<file path="src/rtl/ga_raster_irq.sv">
// Raster interrupt generator in the style of the CPC gate array.
// A line divider raises INT every LINE_DIV HSYNC ends. VSYNC resynchronises
// the divider VS_DELAY lines later. An optional raster-line compare (PRI mode)
// replaces the divider as the interrupt source while its register is nonzero.
module ga_raster_irq #(
    parameter int LINE_DIV = 52,
    parameter int CNT_W    = 6,
    parameter int VS_DELAY = 2,
    parameter int PRI_W    = 8
) (
    input  logic             CLK,
    input  logic             RESET_N,
    input  logic             CE,
    input  logic             HSYNC_IN,
    input  logic             VSYNC_IN,
    input  logic             INTACK,
    input  logic             WE,
    input  logic [7:0]       D,
    input  logic             PRI_WE,
    input  logic [PRI_W-1:0] PRI_D,
    output logic             INT,
    output logic             INT_SRC,
    output logic [CNT_W-1:0] LINE_CNT
);

    localparam int               DLY_W    = 4;
    localparam logic [CNT_W-1:0] DIV_TOP  = CNT_W'(LINE_DIV - 1);
    localparam logic [DLY_W-1:0] DLY_LOAD = DLY_W'(VS_DELAY);
    localparam logic [PRI_W-1:0] RAS_MAX  = {PRI_W{1'b1}};
    localparam logic [PRI_W-1:0] PRI_OFF  = {PRI_W{1'b0}};

    // Gate-array control write: function 2'b10 with the interrupt-reset bit set.
    function automatic logic is_int_reset(input logic [1:0] fn, input logic rst_bit);
        return (fn == 2'b10) && rst_bit;
    endfunction

    logic             hs_r;
    logic             vs_r;
    logic             smp_vld_r;
    logic [CNT_W-1:0] cnt_r;
    logic [DLY_W-1:0] dly_r;
    logic [PRI_W-1:0] ras_r;
    logic [PRI_W-1:0] pri_r;
    logic             int_r;
    logic             src_r;

    logic             h_ev_s;
    logic             v_ev_s;
    logic             pri_on_s;
    logic             resync_s;
    logic             we_clr_s;
    logic [PRI_W-1:0] ras_inc_s;
    logic [CNT_W-1:0] cnt_n_s;
    logic [DLY_W-1:0] dly_n_s;
    logic [PRI_W-1:0] ras_n_s;
    logic [PRI_W-1:0] pri_n_s;
    logic             int_n_s;
    logic             src_n_s;

    // Remaining data bits select other gate-array functions, not handled here.
    logic             d_unused_s;
    assign d_unused_s = ^{D[5], D[3:0]};

    // Event detection and next-state for all counters and the interrupt flag.
    always_comb begin
        h_ev_s    = CE & smp_vld_r & hs_r & ~HSYNC_IN;
        v_ev_s    = CE & smp_vld_r & ~vs_r & VSYNC_IN;
        pri_on_s  = (pri_r != PRI_OFF);
        we_clr_s  = WE & is_int_reset(D[7:6], D[4]);
        ras_inc_s = (ras_r == RAS_MAX) ? ras_r : ras_r + PRI_W'(1);
        resync_s  = 1'b0;
        cnt_n_s   = cnt_r;
        dly_n_s   = dly_r;
        ras_n_s   = ras_r;
        int_n_s   = int_r;
        src_n_s   = src_r;
        pri_n_s   = PRI_WE ? PRI_D : pri_r;

        // A VSYNC rise restarts the delay even when it lands on an HSYNC end,
        // and that coincident HSYNC end is not counted as a delay step.
        if (v_ev_s) begin
            dly_n_s = DLY_LOAD;
        end else if (h_ev_s && (dly_r != 4'd0)) begin
            dly_n_s  = dly_r - 4'd1;
            resync_s = (dly_r == 4'd1);
        end else begin
            dly_n_s = dly_r;
        end

        if (h_ev_s) begin
            if (resync_s) begin
                // Resync wins over the divider wrap on the same line.
                cnt_n_s = {CNT_W{1'b0}};
                ras_n_s = PRI_OFF;
                if (cnt_r[CNT_W-1] && !pri_on_s) begin
                    int_n_s = 1'b1;
                    src_n_s = 1'b0;
                end else begin
                    int_n_s = int_r;
                end
            end else begin
                ras_n_s = ras_inc_s;
                if (cnt_r == DIV_TOP) begin
                    cnt_n_s = {CNT_W{1'b0}};
                    if (!pri_on_s) begin
                        int_n_s = 1'b1;
                        src_n_s = 1'b0;
                    end else begin
                        int_n_s = int_r;
                    end
                end else begin
                    cnt_n_s = cnt_r + CNT_W'(1);
                end
                // Compare uses the register value held before any same-cycle write.
                if (pri_on_s && (ras_inc_s == pri_r)) begin
                    int_n_s = 1'b1;
                    src_n_s = 1'b1;
                end else begin
                    src_n_s = src_n_s;
                end
            end
        end else begin
            cnt_n_s = cnt_r;
        end

        // Acknowledge drops INT; only a divider interrupt disarms the guard bit.
        if (INTACK) begin
            int_n_s = 1'b0;
            if (!src_r) begin
                cnt_n_s[CNT_W-1] = 1'b0;
            end else begin
                cnt_n_s = cnt_n_s;
            end
        end else begin
            int_n_s = int_n_s;
        end

        // Software interrupt reset has the final word on INT and the divider.
        if (we_clr_s) begin
            int_n_s = 1'b0;
            cnt_n_s = {CNT_W{1'b0}};
        end else begin
            int_n_s = int_n_s;
        end
    end

    // State register; reset clears everything including the sample-valid flag.
    always_ff @(posedge CLK or negedge RESET_N) begin
        if (!RESET_N) begin
            hs_r      <= 1'b0;
            vs_r      <= 1'b0;
            smp_vld_r <= 1'b0;
            cnt_r     <= {CNT_W{1'b0}};
            dly_r     <= 4'd0;
            ras_r     <= PRI_OFF;
            pri_r     <= PRI_OFF;
            int_r     <= 1'b0;
            src_r     <= 1'b0;
        end else begin
            if (CE) begin
                hs_r      <= HSYNC_IN;
                vs_r      <= VSYNC_IN;
                smp_vld_r <= 1'b1;
            end else begin
                hs_r      <= hs_r;
                vs_r      <= vs_r;
                smp_vld_r <= smp_vld_r;
            end
            cnt_r <= cnt_n_s;
            dly_r <= dly_n_s;
            ras_r <= ras_n_s;
            pri_r <= pri_n_s;
            int_r <= int_n_s;
            src_r <= src_n_s;
        end
    end

    assign INT      = int_r;
    assign INT_SRC  = src_r;
    assign LINE_CNT = cnt_r;

endmodule

</file>
<file path="config.mk">
export PLATFORM = sky130hd
export DESIGN_NAME = ga_raster_irq
export DESIGN_NICKNAME = d
export VERILOG_FILES = /design/src/rtl/ga_raster_irq.sv
export SDC_FILE = /design/constraint.sdc
export NUM_CORES = 1
export LEC_CHECK = 0
export BUFFER_PORTS_ARGS = -buffer_cell sky130_fd_sc_hd__buf_2
export CAP_MARGIN = 15
export CORE_MARGIN = 3
export CORE_UTILIZATION = 45
export DETAILED_ROUTE_END_ITERATION = 6
export PLACE_DENSITY = 0.77
export SETUP_SLACK_MARGIN = 0.1
export SYNTH_ARGS = -nofsm -noshare
export SYNTH_HDL_FRONTEND = slang
export SYNTH_SLANG_ARGS = --single-unit
</file>
<file path="constraint.sdc">
create_clock -name CLK -period 2.2 [get_ports CLK]
set_clock_uncertainty 0.2 [all_clocks]
set_input_delay 0.11 -clock CLK [delete_from_list [all_inputs] [get_ports CLK]]
set_output_delay 0.11 -clock CLK [all_outputs]
set_load 0.03 [all_outputs]
</file>
==> qor.yml <==
status: "finished clean"
via_count_of_the_first_global_routing_pass: 1808
rsz0062_at_grt: "true"
global_router_s_overall_resource_usage_pct: 19.8
final.fill_count: 282
synth.cells.most_frequent: "sky130_fd_sc_hd__dfrtp_1, sky130_fd_sc_hd__nand2_1, sky130_fd_sc_hd__nor2_1"
globalRouteOverflowTotal: 0
drive_gt1_share_pct: 33.5
timing.critical_path.to_type: "flop"
global_route_wire_length_before_repair_um: 7850
via_count: 1768
syn_area_per_cell_um2: 9.19
nNetsFinal: 303
instances_no_fill: 323
hold-path-endpoint: "pri_r[5]$_DFFE_PN0P_"
dp.cells: 286
drt-initial-drc-count: 103
cts_max_level: 2
clkTransAtPathRegs_ns: 0.07
postSynth.topFlopCell: "sky130_fd_sc_hd__dfrtp_1"
hpwl_um: 2960
setup-tns-final_ns: 0
critical_path_arrival_ns: 2.17
initial_core_util_pct: 48.4
synthesis.nets: 229
synth.largest_area_cell: "sky130_fd_sc_hd__dfrtp_1"
synth_cell_type_count: 50
io_buffers: 26
place.gp.congestion: 0.871
max_slew.worst_pin.slew_ns: 0.695
die_width_um: 69.9
synthCells: 200
timing.fmax_ghz: 0.466
critPathKind: "reg2reg"
ff2ff_path_depth: 7
cap_violations: 0
category_of_the_worst_setup_path_launch_point: "flop"
period_minus_slack_ns: 2.15
drv_slew: 0
post-synth-top-count-cell: "sky130_fd_sc_hd__dfrtp_1"
numCtsBuffers: 5
routed_wire_length_per_instance_um: 14.4
cts.root.buffer_cell: "sky130_fd_sc_hd__clkbuf_8"
drt_drc_violations_left: 0
cp.required_ns: 2.22
antenna_left: 0
post_synthesis_instance_area_um2: 1840
final-setup-viol-count: 0
yosysWarnings: 0
post-route-period-util_pct: 97.6
grt_antenna_before_repair: 0
synth-seq-area-share_pct: 42.2
areaGrowthSynthToFinish_pct: 41.3
max-clock-path-buffers: 2
synth_top_area_share_pct: 42.2
leakage_nw: 1.15
power_per_cell_area_nw_per_um2: 911
hold_path_depth: 2
via_per_inst: 5.47
cts_num_sinks: 31
die_h_um: 69.9
finalPower_mw: 2.37
async_flop_share_pct: 100
tritoncts: "done"
worstReg2RegEnd: "INT$_DFFE_PN0P_"
detail_route.wirelength_um: 4650
multi_input_comb_area_um2: 1080
cell_rows: 22
ff2ff_setup_slack_ns: 0.05
hold_viol: 0
slew_headroom_pct: 53.7
clk_latency_ns: 0.29
synth_area_leaders: "sky130_fd_sc_hd__dfrtp_1, sky130_fd_sc_hd__mux2_2, sky130_fd_sc_hd__nand2_1"
number_of_enable_type_register_cells_in_the_synthesized_netlist: 0
core_area_um2: 3800
die_area_um2: 4890
drt_pass1_iterations: 4
path_max_fanout: 4
ff_latch_area_um2: 779
holdCritStartpoint: "PRI_WE"
synth_seq_cells: 31
timing.hold.worst.class: "in2reg"
ir_worst_vdd_uv: 554
worstReg2RegStart: "ras_r[0]$_DFFE_PN0N_"
grt_start_max_net_pins: 32
antenna-diode-count: 0
final_core_utilization_pct: 68.4
num_io_pins: 32
per-stage QoR:
step,setup slack [ns],hold slack (ns),cell area (um2)
floorplan,0.108,-0.386,1850
global placement,0.0302,-0.00825,2150
detailed placement,-0.0585,-0.0104,2150
CTS,0.102,0.0281,2510
global route,-0.0351,0.0313,2600
finish,0.0520,0.0293,2600
timing repair:
item	4_1_cts	5_1_grt
setup buffers	7	7
pin swaps	3	3
endpoints found under the hold margin	45	0
hold buffers	15	0
resized for setup	9	4
endpoints found under the setup margin	2	3
per-layer routing:
layer	GRT usage (%)	wire (um)
met5	0	0
met4	8.94	116
met3	4.89	241
met2	34.6	2330
met1	22.7	1960
worst max-delay path by stage:
stage / start / end / slack [ns] / cells past startpoint
after floorplan: ras_r[0]$_DFFE_PN0N_ / INT$_DFFE_PN0P_ / 0.11 / 7
after global placement: pri_r[5]$_DFFE_PN0P_ / INT$_DFFE_PN0P_ / 0.03 / 6
after detailed placement: pri_r[5]$_DFFE_PN0P_ / INT_SRC$_DFFE_PN0P_ / -0.06 / 5
after CTS: ras_r[1]$_DFFE_PN0N_ / INT$_DFFE_PN0P_ / 0.10 / 7
after global routing: ras_r[0]$_DFFE_PN0N_ / INT$_DFFE_PN0P_ / -0.04 / 7
final: ras_r[0]$_DFFE_PN0N_ / INT$_DFFE_PN0P_ / 0.05 / 7
layout make-up:
type / count / area share [%]
Multi-Input combinational cell: 157 / 41.5
Sequential cell: 31 / 30.0
Timing Repair Buffer: 73 / 20.8
Clock buffer: 6 / 3.18
Tap cell: 48 / 2.31
Clock inverter: 2 / 1.35
Inverter: 6 / 0.867
logic make-up after synthesis:
family	after synthesis	synth area share, %
fa+ha+maj	5	3.40
xor+xnor	9	4.29
mux	12	7.28
compound gates	45	14.2
simple gates	86	25.9
flops	31	42.2
buf+inv	12	2.79
registers in the layout, indices dropped and copies added (netlist names):
name,flops
dly_r,4
vs_r,1
LINE_CNT,6
hs_r,1
ras_r,8
INT,1
smp_vld_r,1
pri_r,8
INT_SRC,1
worst max-delay path: stages, from the launching register on:
cell and delay (ns):
sky130_fd_sc_hd__dfrtp_1 0.42, sky130_fd_sc_hd__ha_4 0.22, sky130_fd_sc_hd__xnor2_4 0.17, sky130_fd_sc_hd__o22ai_1 0.10
sky130_fd_sc_hd__and4bb_1 0.26, sky130_fd_sc_hd__o311ai_1 0.11, sky130_fd_sc_hd__or4b_1 0.48, sky130_fd_sc_hd__o21ai_1 0.12
placed cells by master (no fill, tap or decap), types with 6 or more instances in the layout:
| cell | n |
|---|---|
| sky130_fd_sc_hd__mux2_2 | 11 |
| sky130_fd_sc_hd__dfrtp_1 | 28 |
| sky130_fd_sc_hd__nor2_1 | 18 |
| sky130_fd_sc_hd__nand2_1 | 21 |
| sky130_fd_sc_hd__clkbuf_8 | 6 |
| sky130_fd_sc_hd__o21ai_1 | 6 |
| sky130_fd_sc_hd__nand3_1 | 10 |
| sky130_fd_sc_hd__a21oi_1 | 15 |
| sky130_fd_sc_hd__dlygate4sd3_1 | 15 |
| sky130_fd_sc_hd__buf_4 | 29 |
| sky130_fd_sc_hd__o21ai_0 | 12 |
| sky130_fd_sc_hd__buf_2 | 26 |
| sky130_fd_sc_hd__inv_1 | 6 |
report_power, final:
group / total, mW / switching (mW) / internal, mW
Sequential: 0.826 / 0.143 / 0.683
Clock: 0.587 / 0.221 / 0.366
Combinational: 0.953 / 0.452 / 0.501
Power figures use the tool's default switching activity.
